--- config.mk ---
export PLATFORM = sky130hd
export DESIGN_NAME = ir_nec_receiver
export DESIGN_NICKNAME = d
export VERILOG_FILES = /design/src/rtl/ir_pkg.sv /design/src/rtl/ir_sync_edge.sv /design/src/rtl/ir_nec_receiver.sv
export SDC_FILE = /design/constraint.sdc
export NUM_CORES = 1
export LEC_CHECK = 0
export ABC_AREA = 1
export CORE_UTILIZATION = 35
export CTS_BUF_LIST = sky130_fd_sc_hd__clkbuf_4 sky130_fd_sc_hd__clkbuf_8
export DETAILED_ROUTE_END_ITERATION = 10
export PLACE_DENSITY_LB_ADDON = 0.05
export SYNTH_ARGS = -nofsm -noshare
export SYNTH_HDL_FRONTEND = slang
export SYNTH_SLANG_ARGS = --single-unit
--- constraint.sdc ---
create_clock -name clk -period 3.29 [get_ports clk]
set_input_delay 0.4935 -clock clk [delete_from_list [all_inputs] [get_ports clk]]
set_output_delay 0.4935 -clock clk [all_outputs]
set_load 0.02 [all_outputs]
--- src/rtl/ir_pkg.sv ---
// Shared definitions for the NEC IR receiver: FSM states, microsecond timing
// windows and small decode helpers.
package ir_pkg;

  typedef enum logic [2:0] {
    StIdle,
    StLeadMark,
    StLeadSpace,
    StBitMark,
    StBitSpace,
    StStopMark,
    StRepeatMark
  } ir_state_e;

  // All windows are inclusive and expressed in microseconds.
  localparam logic [15:0] LeadMarkMin  = 16'd8000;
  localparam logic [15:0] LeadMarkMax  = 16'd10000;
  localparam logic [15:0] DataSpaceMin = 16'd3500;
  localparam logic [15:0] DataSpaceMax = 16'd5500;
  localparam logic [15:0] RptSpaceMin  = 16'd1750;
  localparam logic [15:0] RptSpaceMax  = 16'd2750;
  localparam logic [15:0] BitMarkMin   = 16'd300;
  localparam logic [15:0] BitMarkMax   = 16'd800;
  localparam logic [15:0] ZeroSpaceMin = 16'd300;
  localparam logic [15:0] ZeroSpaceMax = 16'd800;
  localparam logic [15:0] OneSpaceMin  = 16'd1200;
  localparam logic [15:0] OneSpaceMax  = 16'd2200;

  function automatic logic in_window(input logic [15:0] dur, input logic [15:0] lo,
                                     input logic [15:0] hi);
    return (dur >= lo) && (dur <= hi);
  endfunction

  function automatic logic inverse_ok(input logic [7:0] upper, input logic [7:0] lower);
    return upper == ~lower;
  endfunction

endpackage

--- src/rtl/ir_sync_edge.sv ---
// Two-flop synchronizer for the raw IR line followed by a rise/fall detector.
// All flops reset high so an idle line produces no spurious edge on release.
module ir_sync_edge (
  input  logic clk,
  input  logic reset_n,
  input  logic async_in,
  output logic rise,
  output logic fall
);

  logic meta_q, sync_q, prev_q;

  always_ff @(posedge clk or negedge reset_n) begin
    if (!reset_n) begin
      meta_q <= 1'b1;
      sync_q <= 1'b1;
      prev_q <= 1'b1;
    end else begin
      meta_q <= async_in;
      sync_q <= meta_q;
      prev_q <= sync_q;
    end
  end

  assign rise = sync_q & ~prev_q;
  assign fall = ~sync_q & prev_q;

endmodule

--- src/rtl/ir_nec_receiver.sv ---
// NEC IR frame decoder: measures each synchronized level in microseconds and
// walks leader / 32 data bits / stop (or repeat) with one-cycle result pulses.
module ir_nec_receiver
  import ir_pkg::*;
#(
  parameter int unsigned CLK_FREQ_HZ   = 50000000,
  parameter bit          CHECK_INVERSE = 1'b1,
  parameter int unsigned TIMEOUT_US    = 12000
) (
  input  logic        clk,
  input  logic        reset_n,
  input  logic        ir_rx,
  output logic [31:0] ir_command,
  output logic        ir_data_ready,
  output logic        ir_repeat,
  output logic        ir_error
);

  localparam int unsigned PrescaleTc = CLK_FREQ_HZ / 1000000 - 1;
  localparam int unsigned PrescaleW  = (PrescaleTc > 0) ? $clog2(PrescaleTc + 1) : 1;
  localparam logic [PrescaleW-1:0] PrescaleTcW = PrescaleW'(PrescaleTc);
  localparam logic [15:0] TimeoutLim = 16'(TIMEOUT_US);

  logic rise, fall, lvl_edge;

  ir_sync_edge u_sync_edge (
    .clk      (clk),
    .reset_n  (reset_n),
    .async_in (ir_rx),
    .rise     (rise),
    .fall     (fall)
  );

  assign lvl_edge = rise | fall;

  ir_state_e              state_q, state_d;
  logic [PrescaleW-1:0]   pre_q, pre_d, pre_base;
  logic [15:0]            dur_q, dur_d, dur_base;
  logic [31:0]            shift_q, shift_d;
  logic [31:0]            cmd_q, cmd_d;
  logic [4:0]             cnt_q, cnt_d;
  logic                   rdy_q, rdy_d, rep_q, rep_d, err_q, err_d;
  logic                   bad;
  logic                   mark_ok, zero_ok, one_ok;

  // The edge cycle itself is the first cycle of the new level, so the
  // counters restart from zero and then count that cycle.
  always_comb begin
    pre_base = lvl_edge ? '0 : pre_q;
    dur_base = lvl_edge ? '0 : dur_q;
    if (pre_base == PrescaleTcW) begin
      pre_d = '0;
      dur_d = (dur_base == 16'hFFFF) ? dur_base : dur_base + 16'd1;
    end else begin
      pre_d = pre_base + PrescaleW'(1);
      dur_d = dur_base;
    end
  end

  assign mark_ok = in_window(dur_q, BitMarkMin, BitMarkMax);
  assign zero_ok = in_window(dur_q, ZeroSpaceMin, ZeroSpaceMax);
  assign one_ok  = in_window(dur_q, OneSpaceMin, OneSpaceMax);

  always_comb begin
    state_d = state_q;
    shift_d = shift_q;
    cnt_d   = cnt_q;
    cmd_d   = cmd_q;
    rdy_d   = 1'b0;
    rep_d   = 1'b0;
    bad     = 1'b0;

    unique case (state_q)
      StIdle: begin
        if (fall) state_d = StLeadMark;
      end
      StLeadMark: begin
        if (rise) begin
          if (in_window(dur_q, LeadMarkMin, LeadMarkMax)) state_d = StLeadSpace;
          else                                             bad     = 1'b1;
        end
      end
      StLeadSpace: begin
        if (fall) begin
          if (in_window(dur_q, DataSpaceMin, DataSpaceMax)) begin
            state_d = StBitMark;
            cnt_d   = '0;
            shift_d = '0;
          end else if (in_window(dur_q, RptSpaceMin, RptSpaceMax)) begin
            state_d = StRepeatMark;
          end else begin
            bad = 1'b1;
          end
        end
      end
      StBitMark: begin
        if (rise) begin
          if (mark_ok) state_d = StBitSpace;
          else         bad     = 1'b1;
        end
      end
      StBitSpace: begin
        if (fall) begin
          if (zero_ok || one_ok) begin
            shift_d = {one_ok, shift_q[31:1]};
            cnt_d   = cnt_q + 5'd1;
            state_d = (cnt_q == 5'd31) ? StStopMark : StBitMark;
          end else begin
            bad = 1'b1;
          end
        end
      end
      StStopMark: begin
        if (rise) begin
          if (mark_ok && (!CHECK_INVERSE || inverse_ok(shift_q[31:24], shift_q[23:16]))) begin
            cmd_d   = shift_q;
            rdy_d   = 1'b1;
            state_d = StIdle;
          end else begin
            bad = 1'b1;
          end
        end
      end
      StRepeatMark: begin
        if (rise) begin
          if (mark_ok) begin
            rep_d   = 1'b1;
            state_d = StIdle;
          end else begin
            bad = 1'b1;
          end
        end
      end
      default: state_d = StIdle;
    endcase

    if (state_q != StIdle && !lvl_edge && dur_q > TimeoutLim) bad = 1'b1;

    // A falling edge that breaks a frame may itself start the next leader.
    if (bad) begin
      state_d = fall ? StLeadMark : StIdle;
      shift_d = '0;
      cnt_d   = '0;
    end

    // Glitchy input could fail on back-to-back cycles; keep pulses isolated.
    err_d = bad & ~(err_q | rdy_q | rep_q);
  end

  always_ff @(posedge clk or negedge reset_n) begin
    if (!reset_n) begin
      state_q <= StIdle;
      pre_q   <= '0;
      dur_q   <= '0;
      shift_q <= '0;
      cmd_q   <= '0;
      cnt_q   <= '0;
      rdy_q   <= 1'b0;
      rep_q   <= 1'b0;
      err_q   <= 1'b0;
    end else begin
      state_q <= state_d;
      pre_q   <= pre_d;
      dur_q   <= dur_d;
      shift_q <= shift_d;
      cmd_q   <= cmd_d;
      cnt_q   <= cnt_d;
      rdy_q   <= rdy_d;
      rep_q   <= rep_d;
      err_q   <= err_d;
    end
  end

  assign ir_command    = cmd_q;
  assign ir_data_ready = rdy_q;
  assign ir_repeat     = rep_q;
  assign ir_error      = err_q;

endmodule

==> out/qor.csv <==
metric,value,unit
synth_top_area_cell,dfrtp_1,
synth_cell_type_count,36,
timing.hold.ws,0.126,ns
first_iter_violations,255,
ys_warn_count,0,
fin_worst_skew,0.0121,ns
finalSetupTns,0,ns
rr_worst_depth,13,
utilization,0.413,
grt_pass1_wl,22800,um
wl_per_cell,14.4,um
antenna_cells,0,
cts_tree,yes,
final_cells,955,
crit_path_start_kind,register,
grt_usage,0.179,
power_switching,1.14,mW
htree_levels,3,
antenna_found_initial,0,
crit_type,register to register,
vdd_drop_max,0.264,mV
clk_pin_slew,0.10,ns
yosys-top-cells-count,"nand2_1, nor2_1, dfrtp_1, nand3_1, inv_1",
syn_area,5520,um2
r2r_setup_slack,0.43,ns
drv_cap,0,
worst_pin_slew,0.742,ns
min_period_over_period,0.870,
cts-buffers-inserted,9,
initial_utilization,0.361,
synth-seq-area-share,0.454,
syn_inst,706,
rsz0062_at_grt,false,
overflow,0,
clock_sinks,100,
cts_hold_buf,0,
die_area,16300,um2
clock_latency,0.38,ns
fin_nets,749,
seq_power_share,0.450,
syn_to_final_growth,14.4,%
maxSlewViolCount,0,
dpl.hpwl,9240,um
cts_setup_buffers,0,
drt-vias-per-instance,4.91,
hp-class,input pin to async pin,
power-per-cell-area,461,nW/um2
syn_area_per_cell,7.82,um2
die_h,128,um
ioPinCount,38,
via_count,4687,
route.detailed.drc,0,
cp_max_fo,13,
leakagePower,3.09,nW
synth_top_area_frac,0.439,
hold_viol,0,
cp.arrival,3.13,ns
grt_pass1_vias,4504,
rows,45,
clockRootBuffer,clkbuf_8,
cp-end-kind,register,
fmax,0.349,GHz
synth_seq_cells,100,
synth_edf_count,0,
totalWireLength,13700,um
outcome,"finished, final reports clean",
p_clk_frac,0.270,
synth_nets,716,
setup_violations,0,
ys_async_sr_fraction,1.00,
synth_ff_type,dfrtp_1,
dr.pass1.iters,4,
portBuffers,37,
dp_cells,939,
dieWidth,128,um
synth_area_leaders,"dfrtp_1, nand2_1, nor2_1",
cp_data_required_time,3.56,ns
num-fill-cells,1607,
ant_nets,0,
drive_above_1_share,0.116,
p_sw_frac,0.390,
ctsResizeCount,0,
setup_ws,0.428,ns
grt_max_degree,53,
max-slew-margin-rel,0.503,
design.core.area,15300,um2
yosysMostFrequentCell,nand2_1,
dp_slack,0.422,ns
gp_congestion,0.921,
power_frac_comb,0.280,
cts_buffer_depth,2,
p_int,1.78,mW
period_minus_slack,2.86,ns
-- worst max-delay path, stage by stage, from the launching register on --
cell and delay [ns]:
dfstp_2 0.54, inv_1 0.04, ha_1 0.49, buf_4 0.26
nand2_1 0.11, ha_1 0.21, nand2_1 0.08, nor4_2 0.18
nand2_1 0.11, inv_1 0.08, nand4_1 0.12, nor2_1 0.22
nand3_1 0.13, xor2_1 0.16
-- cells by family after synthesis --
kind of cell               count (synthesis)  share of synthesized area
and+or+nand+nor                          438                      0.335
buffers and inverters                     75                     0.0589
adders and majority gates                  7                     0.0159
muxes                                     32                     0.0652
AOI/OAI and AO/OA                         29                     0.0322
DFF                                      100                      0.454
xor gates and xnor gates                  25                     0.0396
-- stage by stage --
stage,instance area [um2],total power [mW]
CTS,6320,2.95
global placement,6130,2.15
global route,6320,3.09
detailed placement,6130,2.15
floorplan,5520,1.96
finish,6320,2.91
-- final timing paths --
kind	endpoint	start
min reg2reg	u_sync_edge.sync_q	u_sync_edge.meta_q
max in group asynchronous	cnt_q[3]	reset_n
max reg2reg	dur_q[11]	u_sync_edge.prev_q
max	dur_q[11]	u_sync_edge.prev_q
min in group clk	u_sync_edge.sync_q	u_sync_edge.meta_q
min	state_q[0]	reset_n
-- flip-flops by register name, summed over array words and instances (netlist names), 3 cells and up --
| signal | cells |
|---|---|
| pre_q | 6 |
| ir_command | 32 |
| dur_q | 16 |
| shift_q | 32 |
| cnt_q | 5 |
| state_q | 3 |
-- cells in the final DEF, fill, tap and decap left out, types with 9 or more instances in the layout --
| cell | instances |
|---|---|
| clkdlybuf4s50_1 | 36 |
| clkbuf_8 | 10 |
| nand3_1 | 72 |
| a21oi_1 | 9 |
| dfrtp_1 | 97 |
| nor2_1 | 100 |
| buf_4 | 11 |
| inv_1 | 40 |
| nand2_1 | 223 |
| mux2_2 | 32 |
| nor3_1 | 12 |
| xor2_1 | 22 |
| nand4_1 | 14 |
-- per-layer routing --
layer | vias up | share of wire | GRT usage
met5 | - | 0 | 0
met4 | 0 | 0.019 | 0.0727
met3 | 19 | 0.023 | 0.0251
met2 | 64 | 0.46 | 0.285
met1 | 2264 | 0.49 | 0.244
li1 | 2340 | - | -
-- final cells by class --
| cell class | count | area, um2 | area share |
|---|---|---|---|
| well taps | 211 | 264 | 0.0418 |
| multi-input cells | 531 | 2700 | 0.427 |
| flip-flops and latches | 100 | 2510 | 0.396 |
| clock inverters | 5 | 41.3 | 0.00653 |
| clock buffers | 11 | 145 | 0.0230 |
| inverters | 48 | 180 | 0.0285 |
| repair buffers | 49 | 483 | 0.0764 |
-- power by group through the flow --
stage | Clock, mW | Sequential, mW | Combinational (mW)
floorplan | 0 | 1.33 | 0.636
finish | 0.787 | 1.31 | 0.816
CTS | 0.823 | 1.31 | 0.820
detailed placement | 0 | 1.33 | 0.818
global placement | 0 | 1.33 | 0.817
global route | 0.865 | 1.32 | 0.904
No activity file was read; power rests on OpenSTA's default activity.
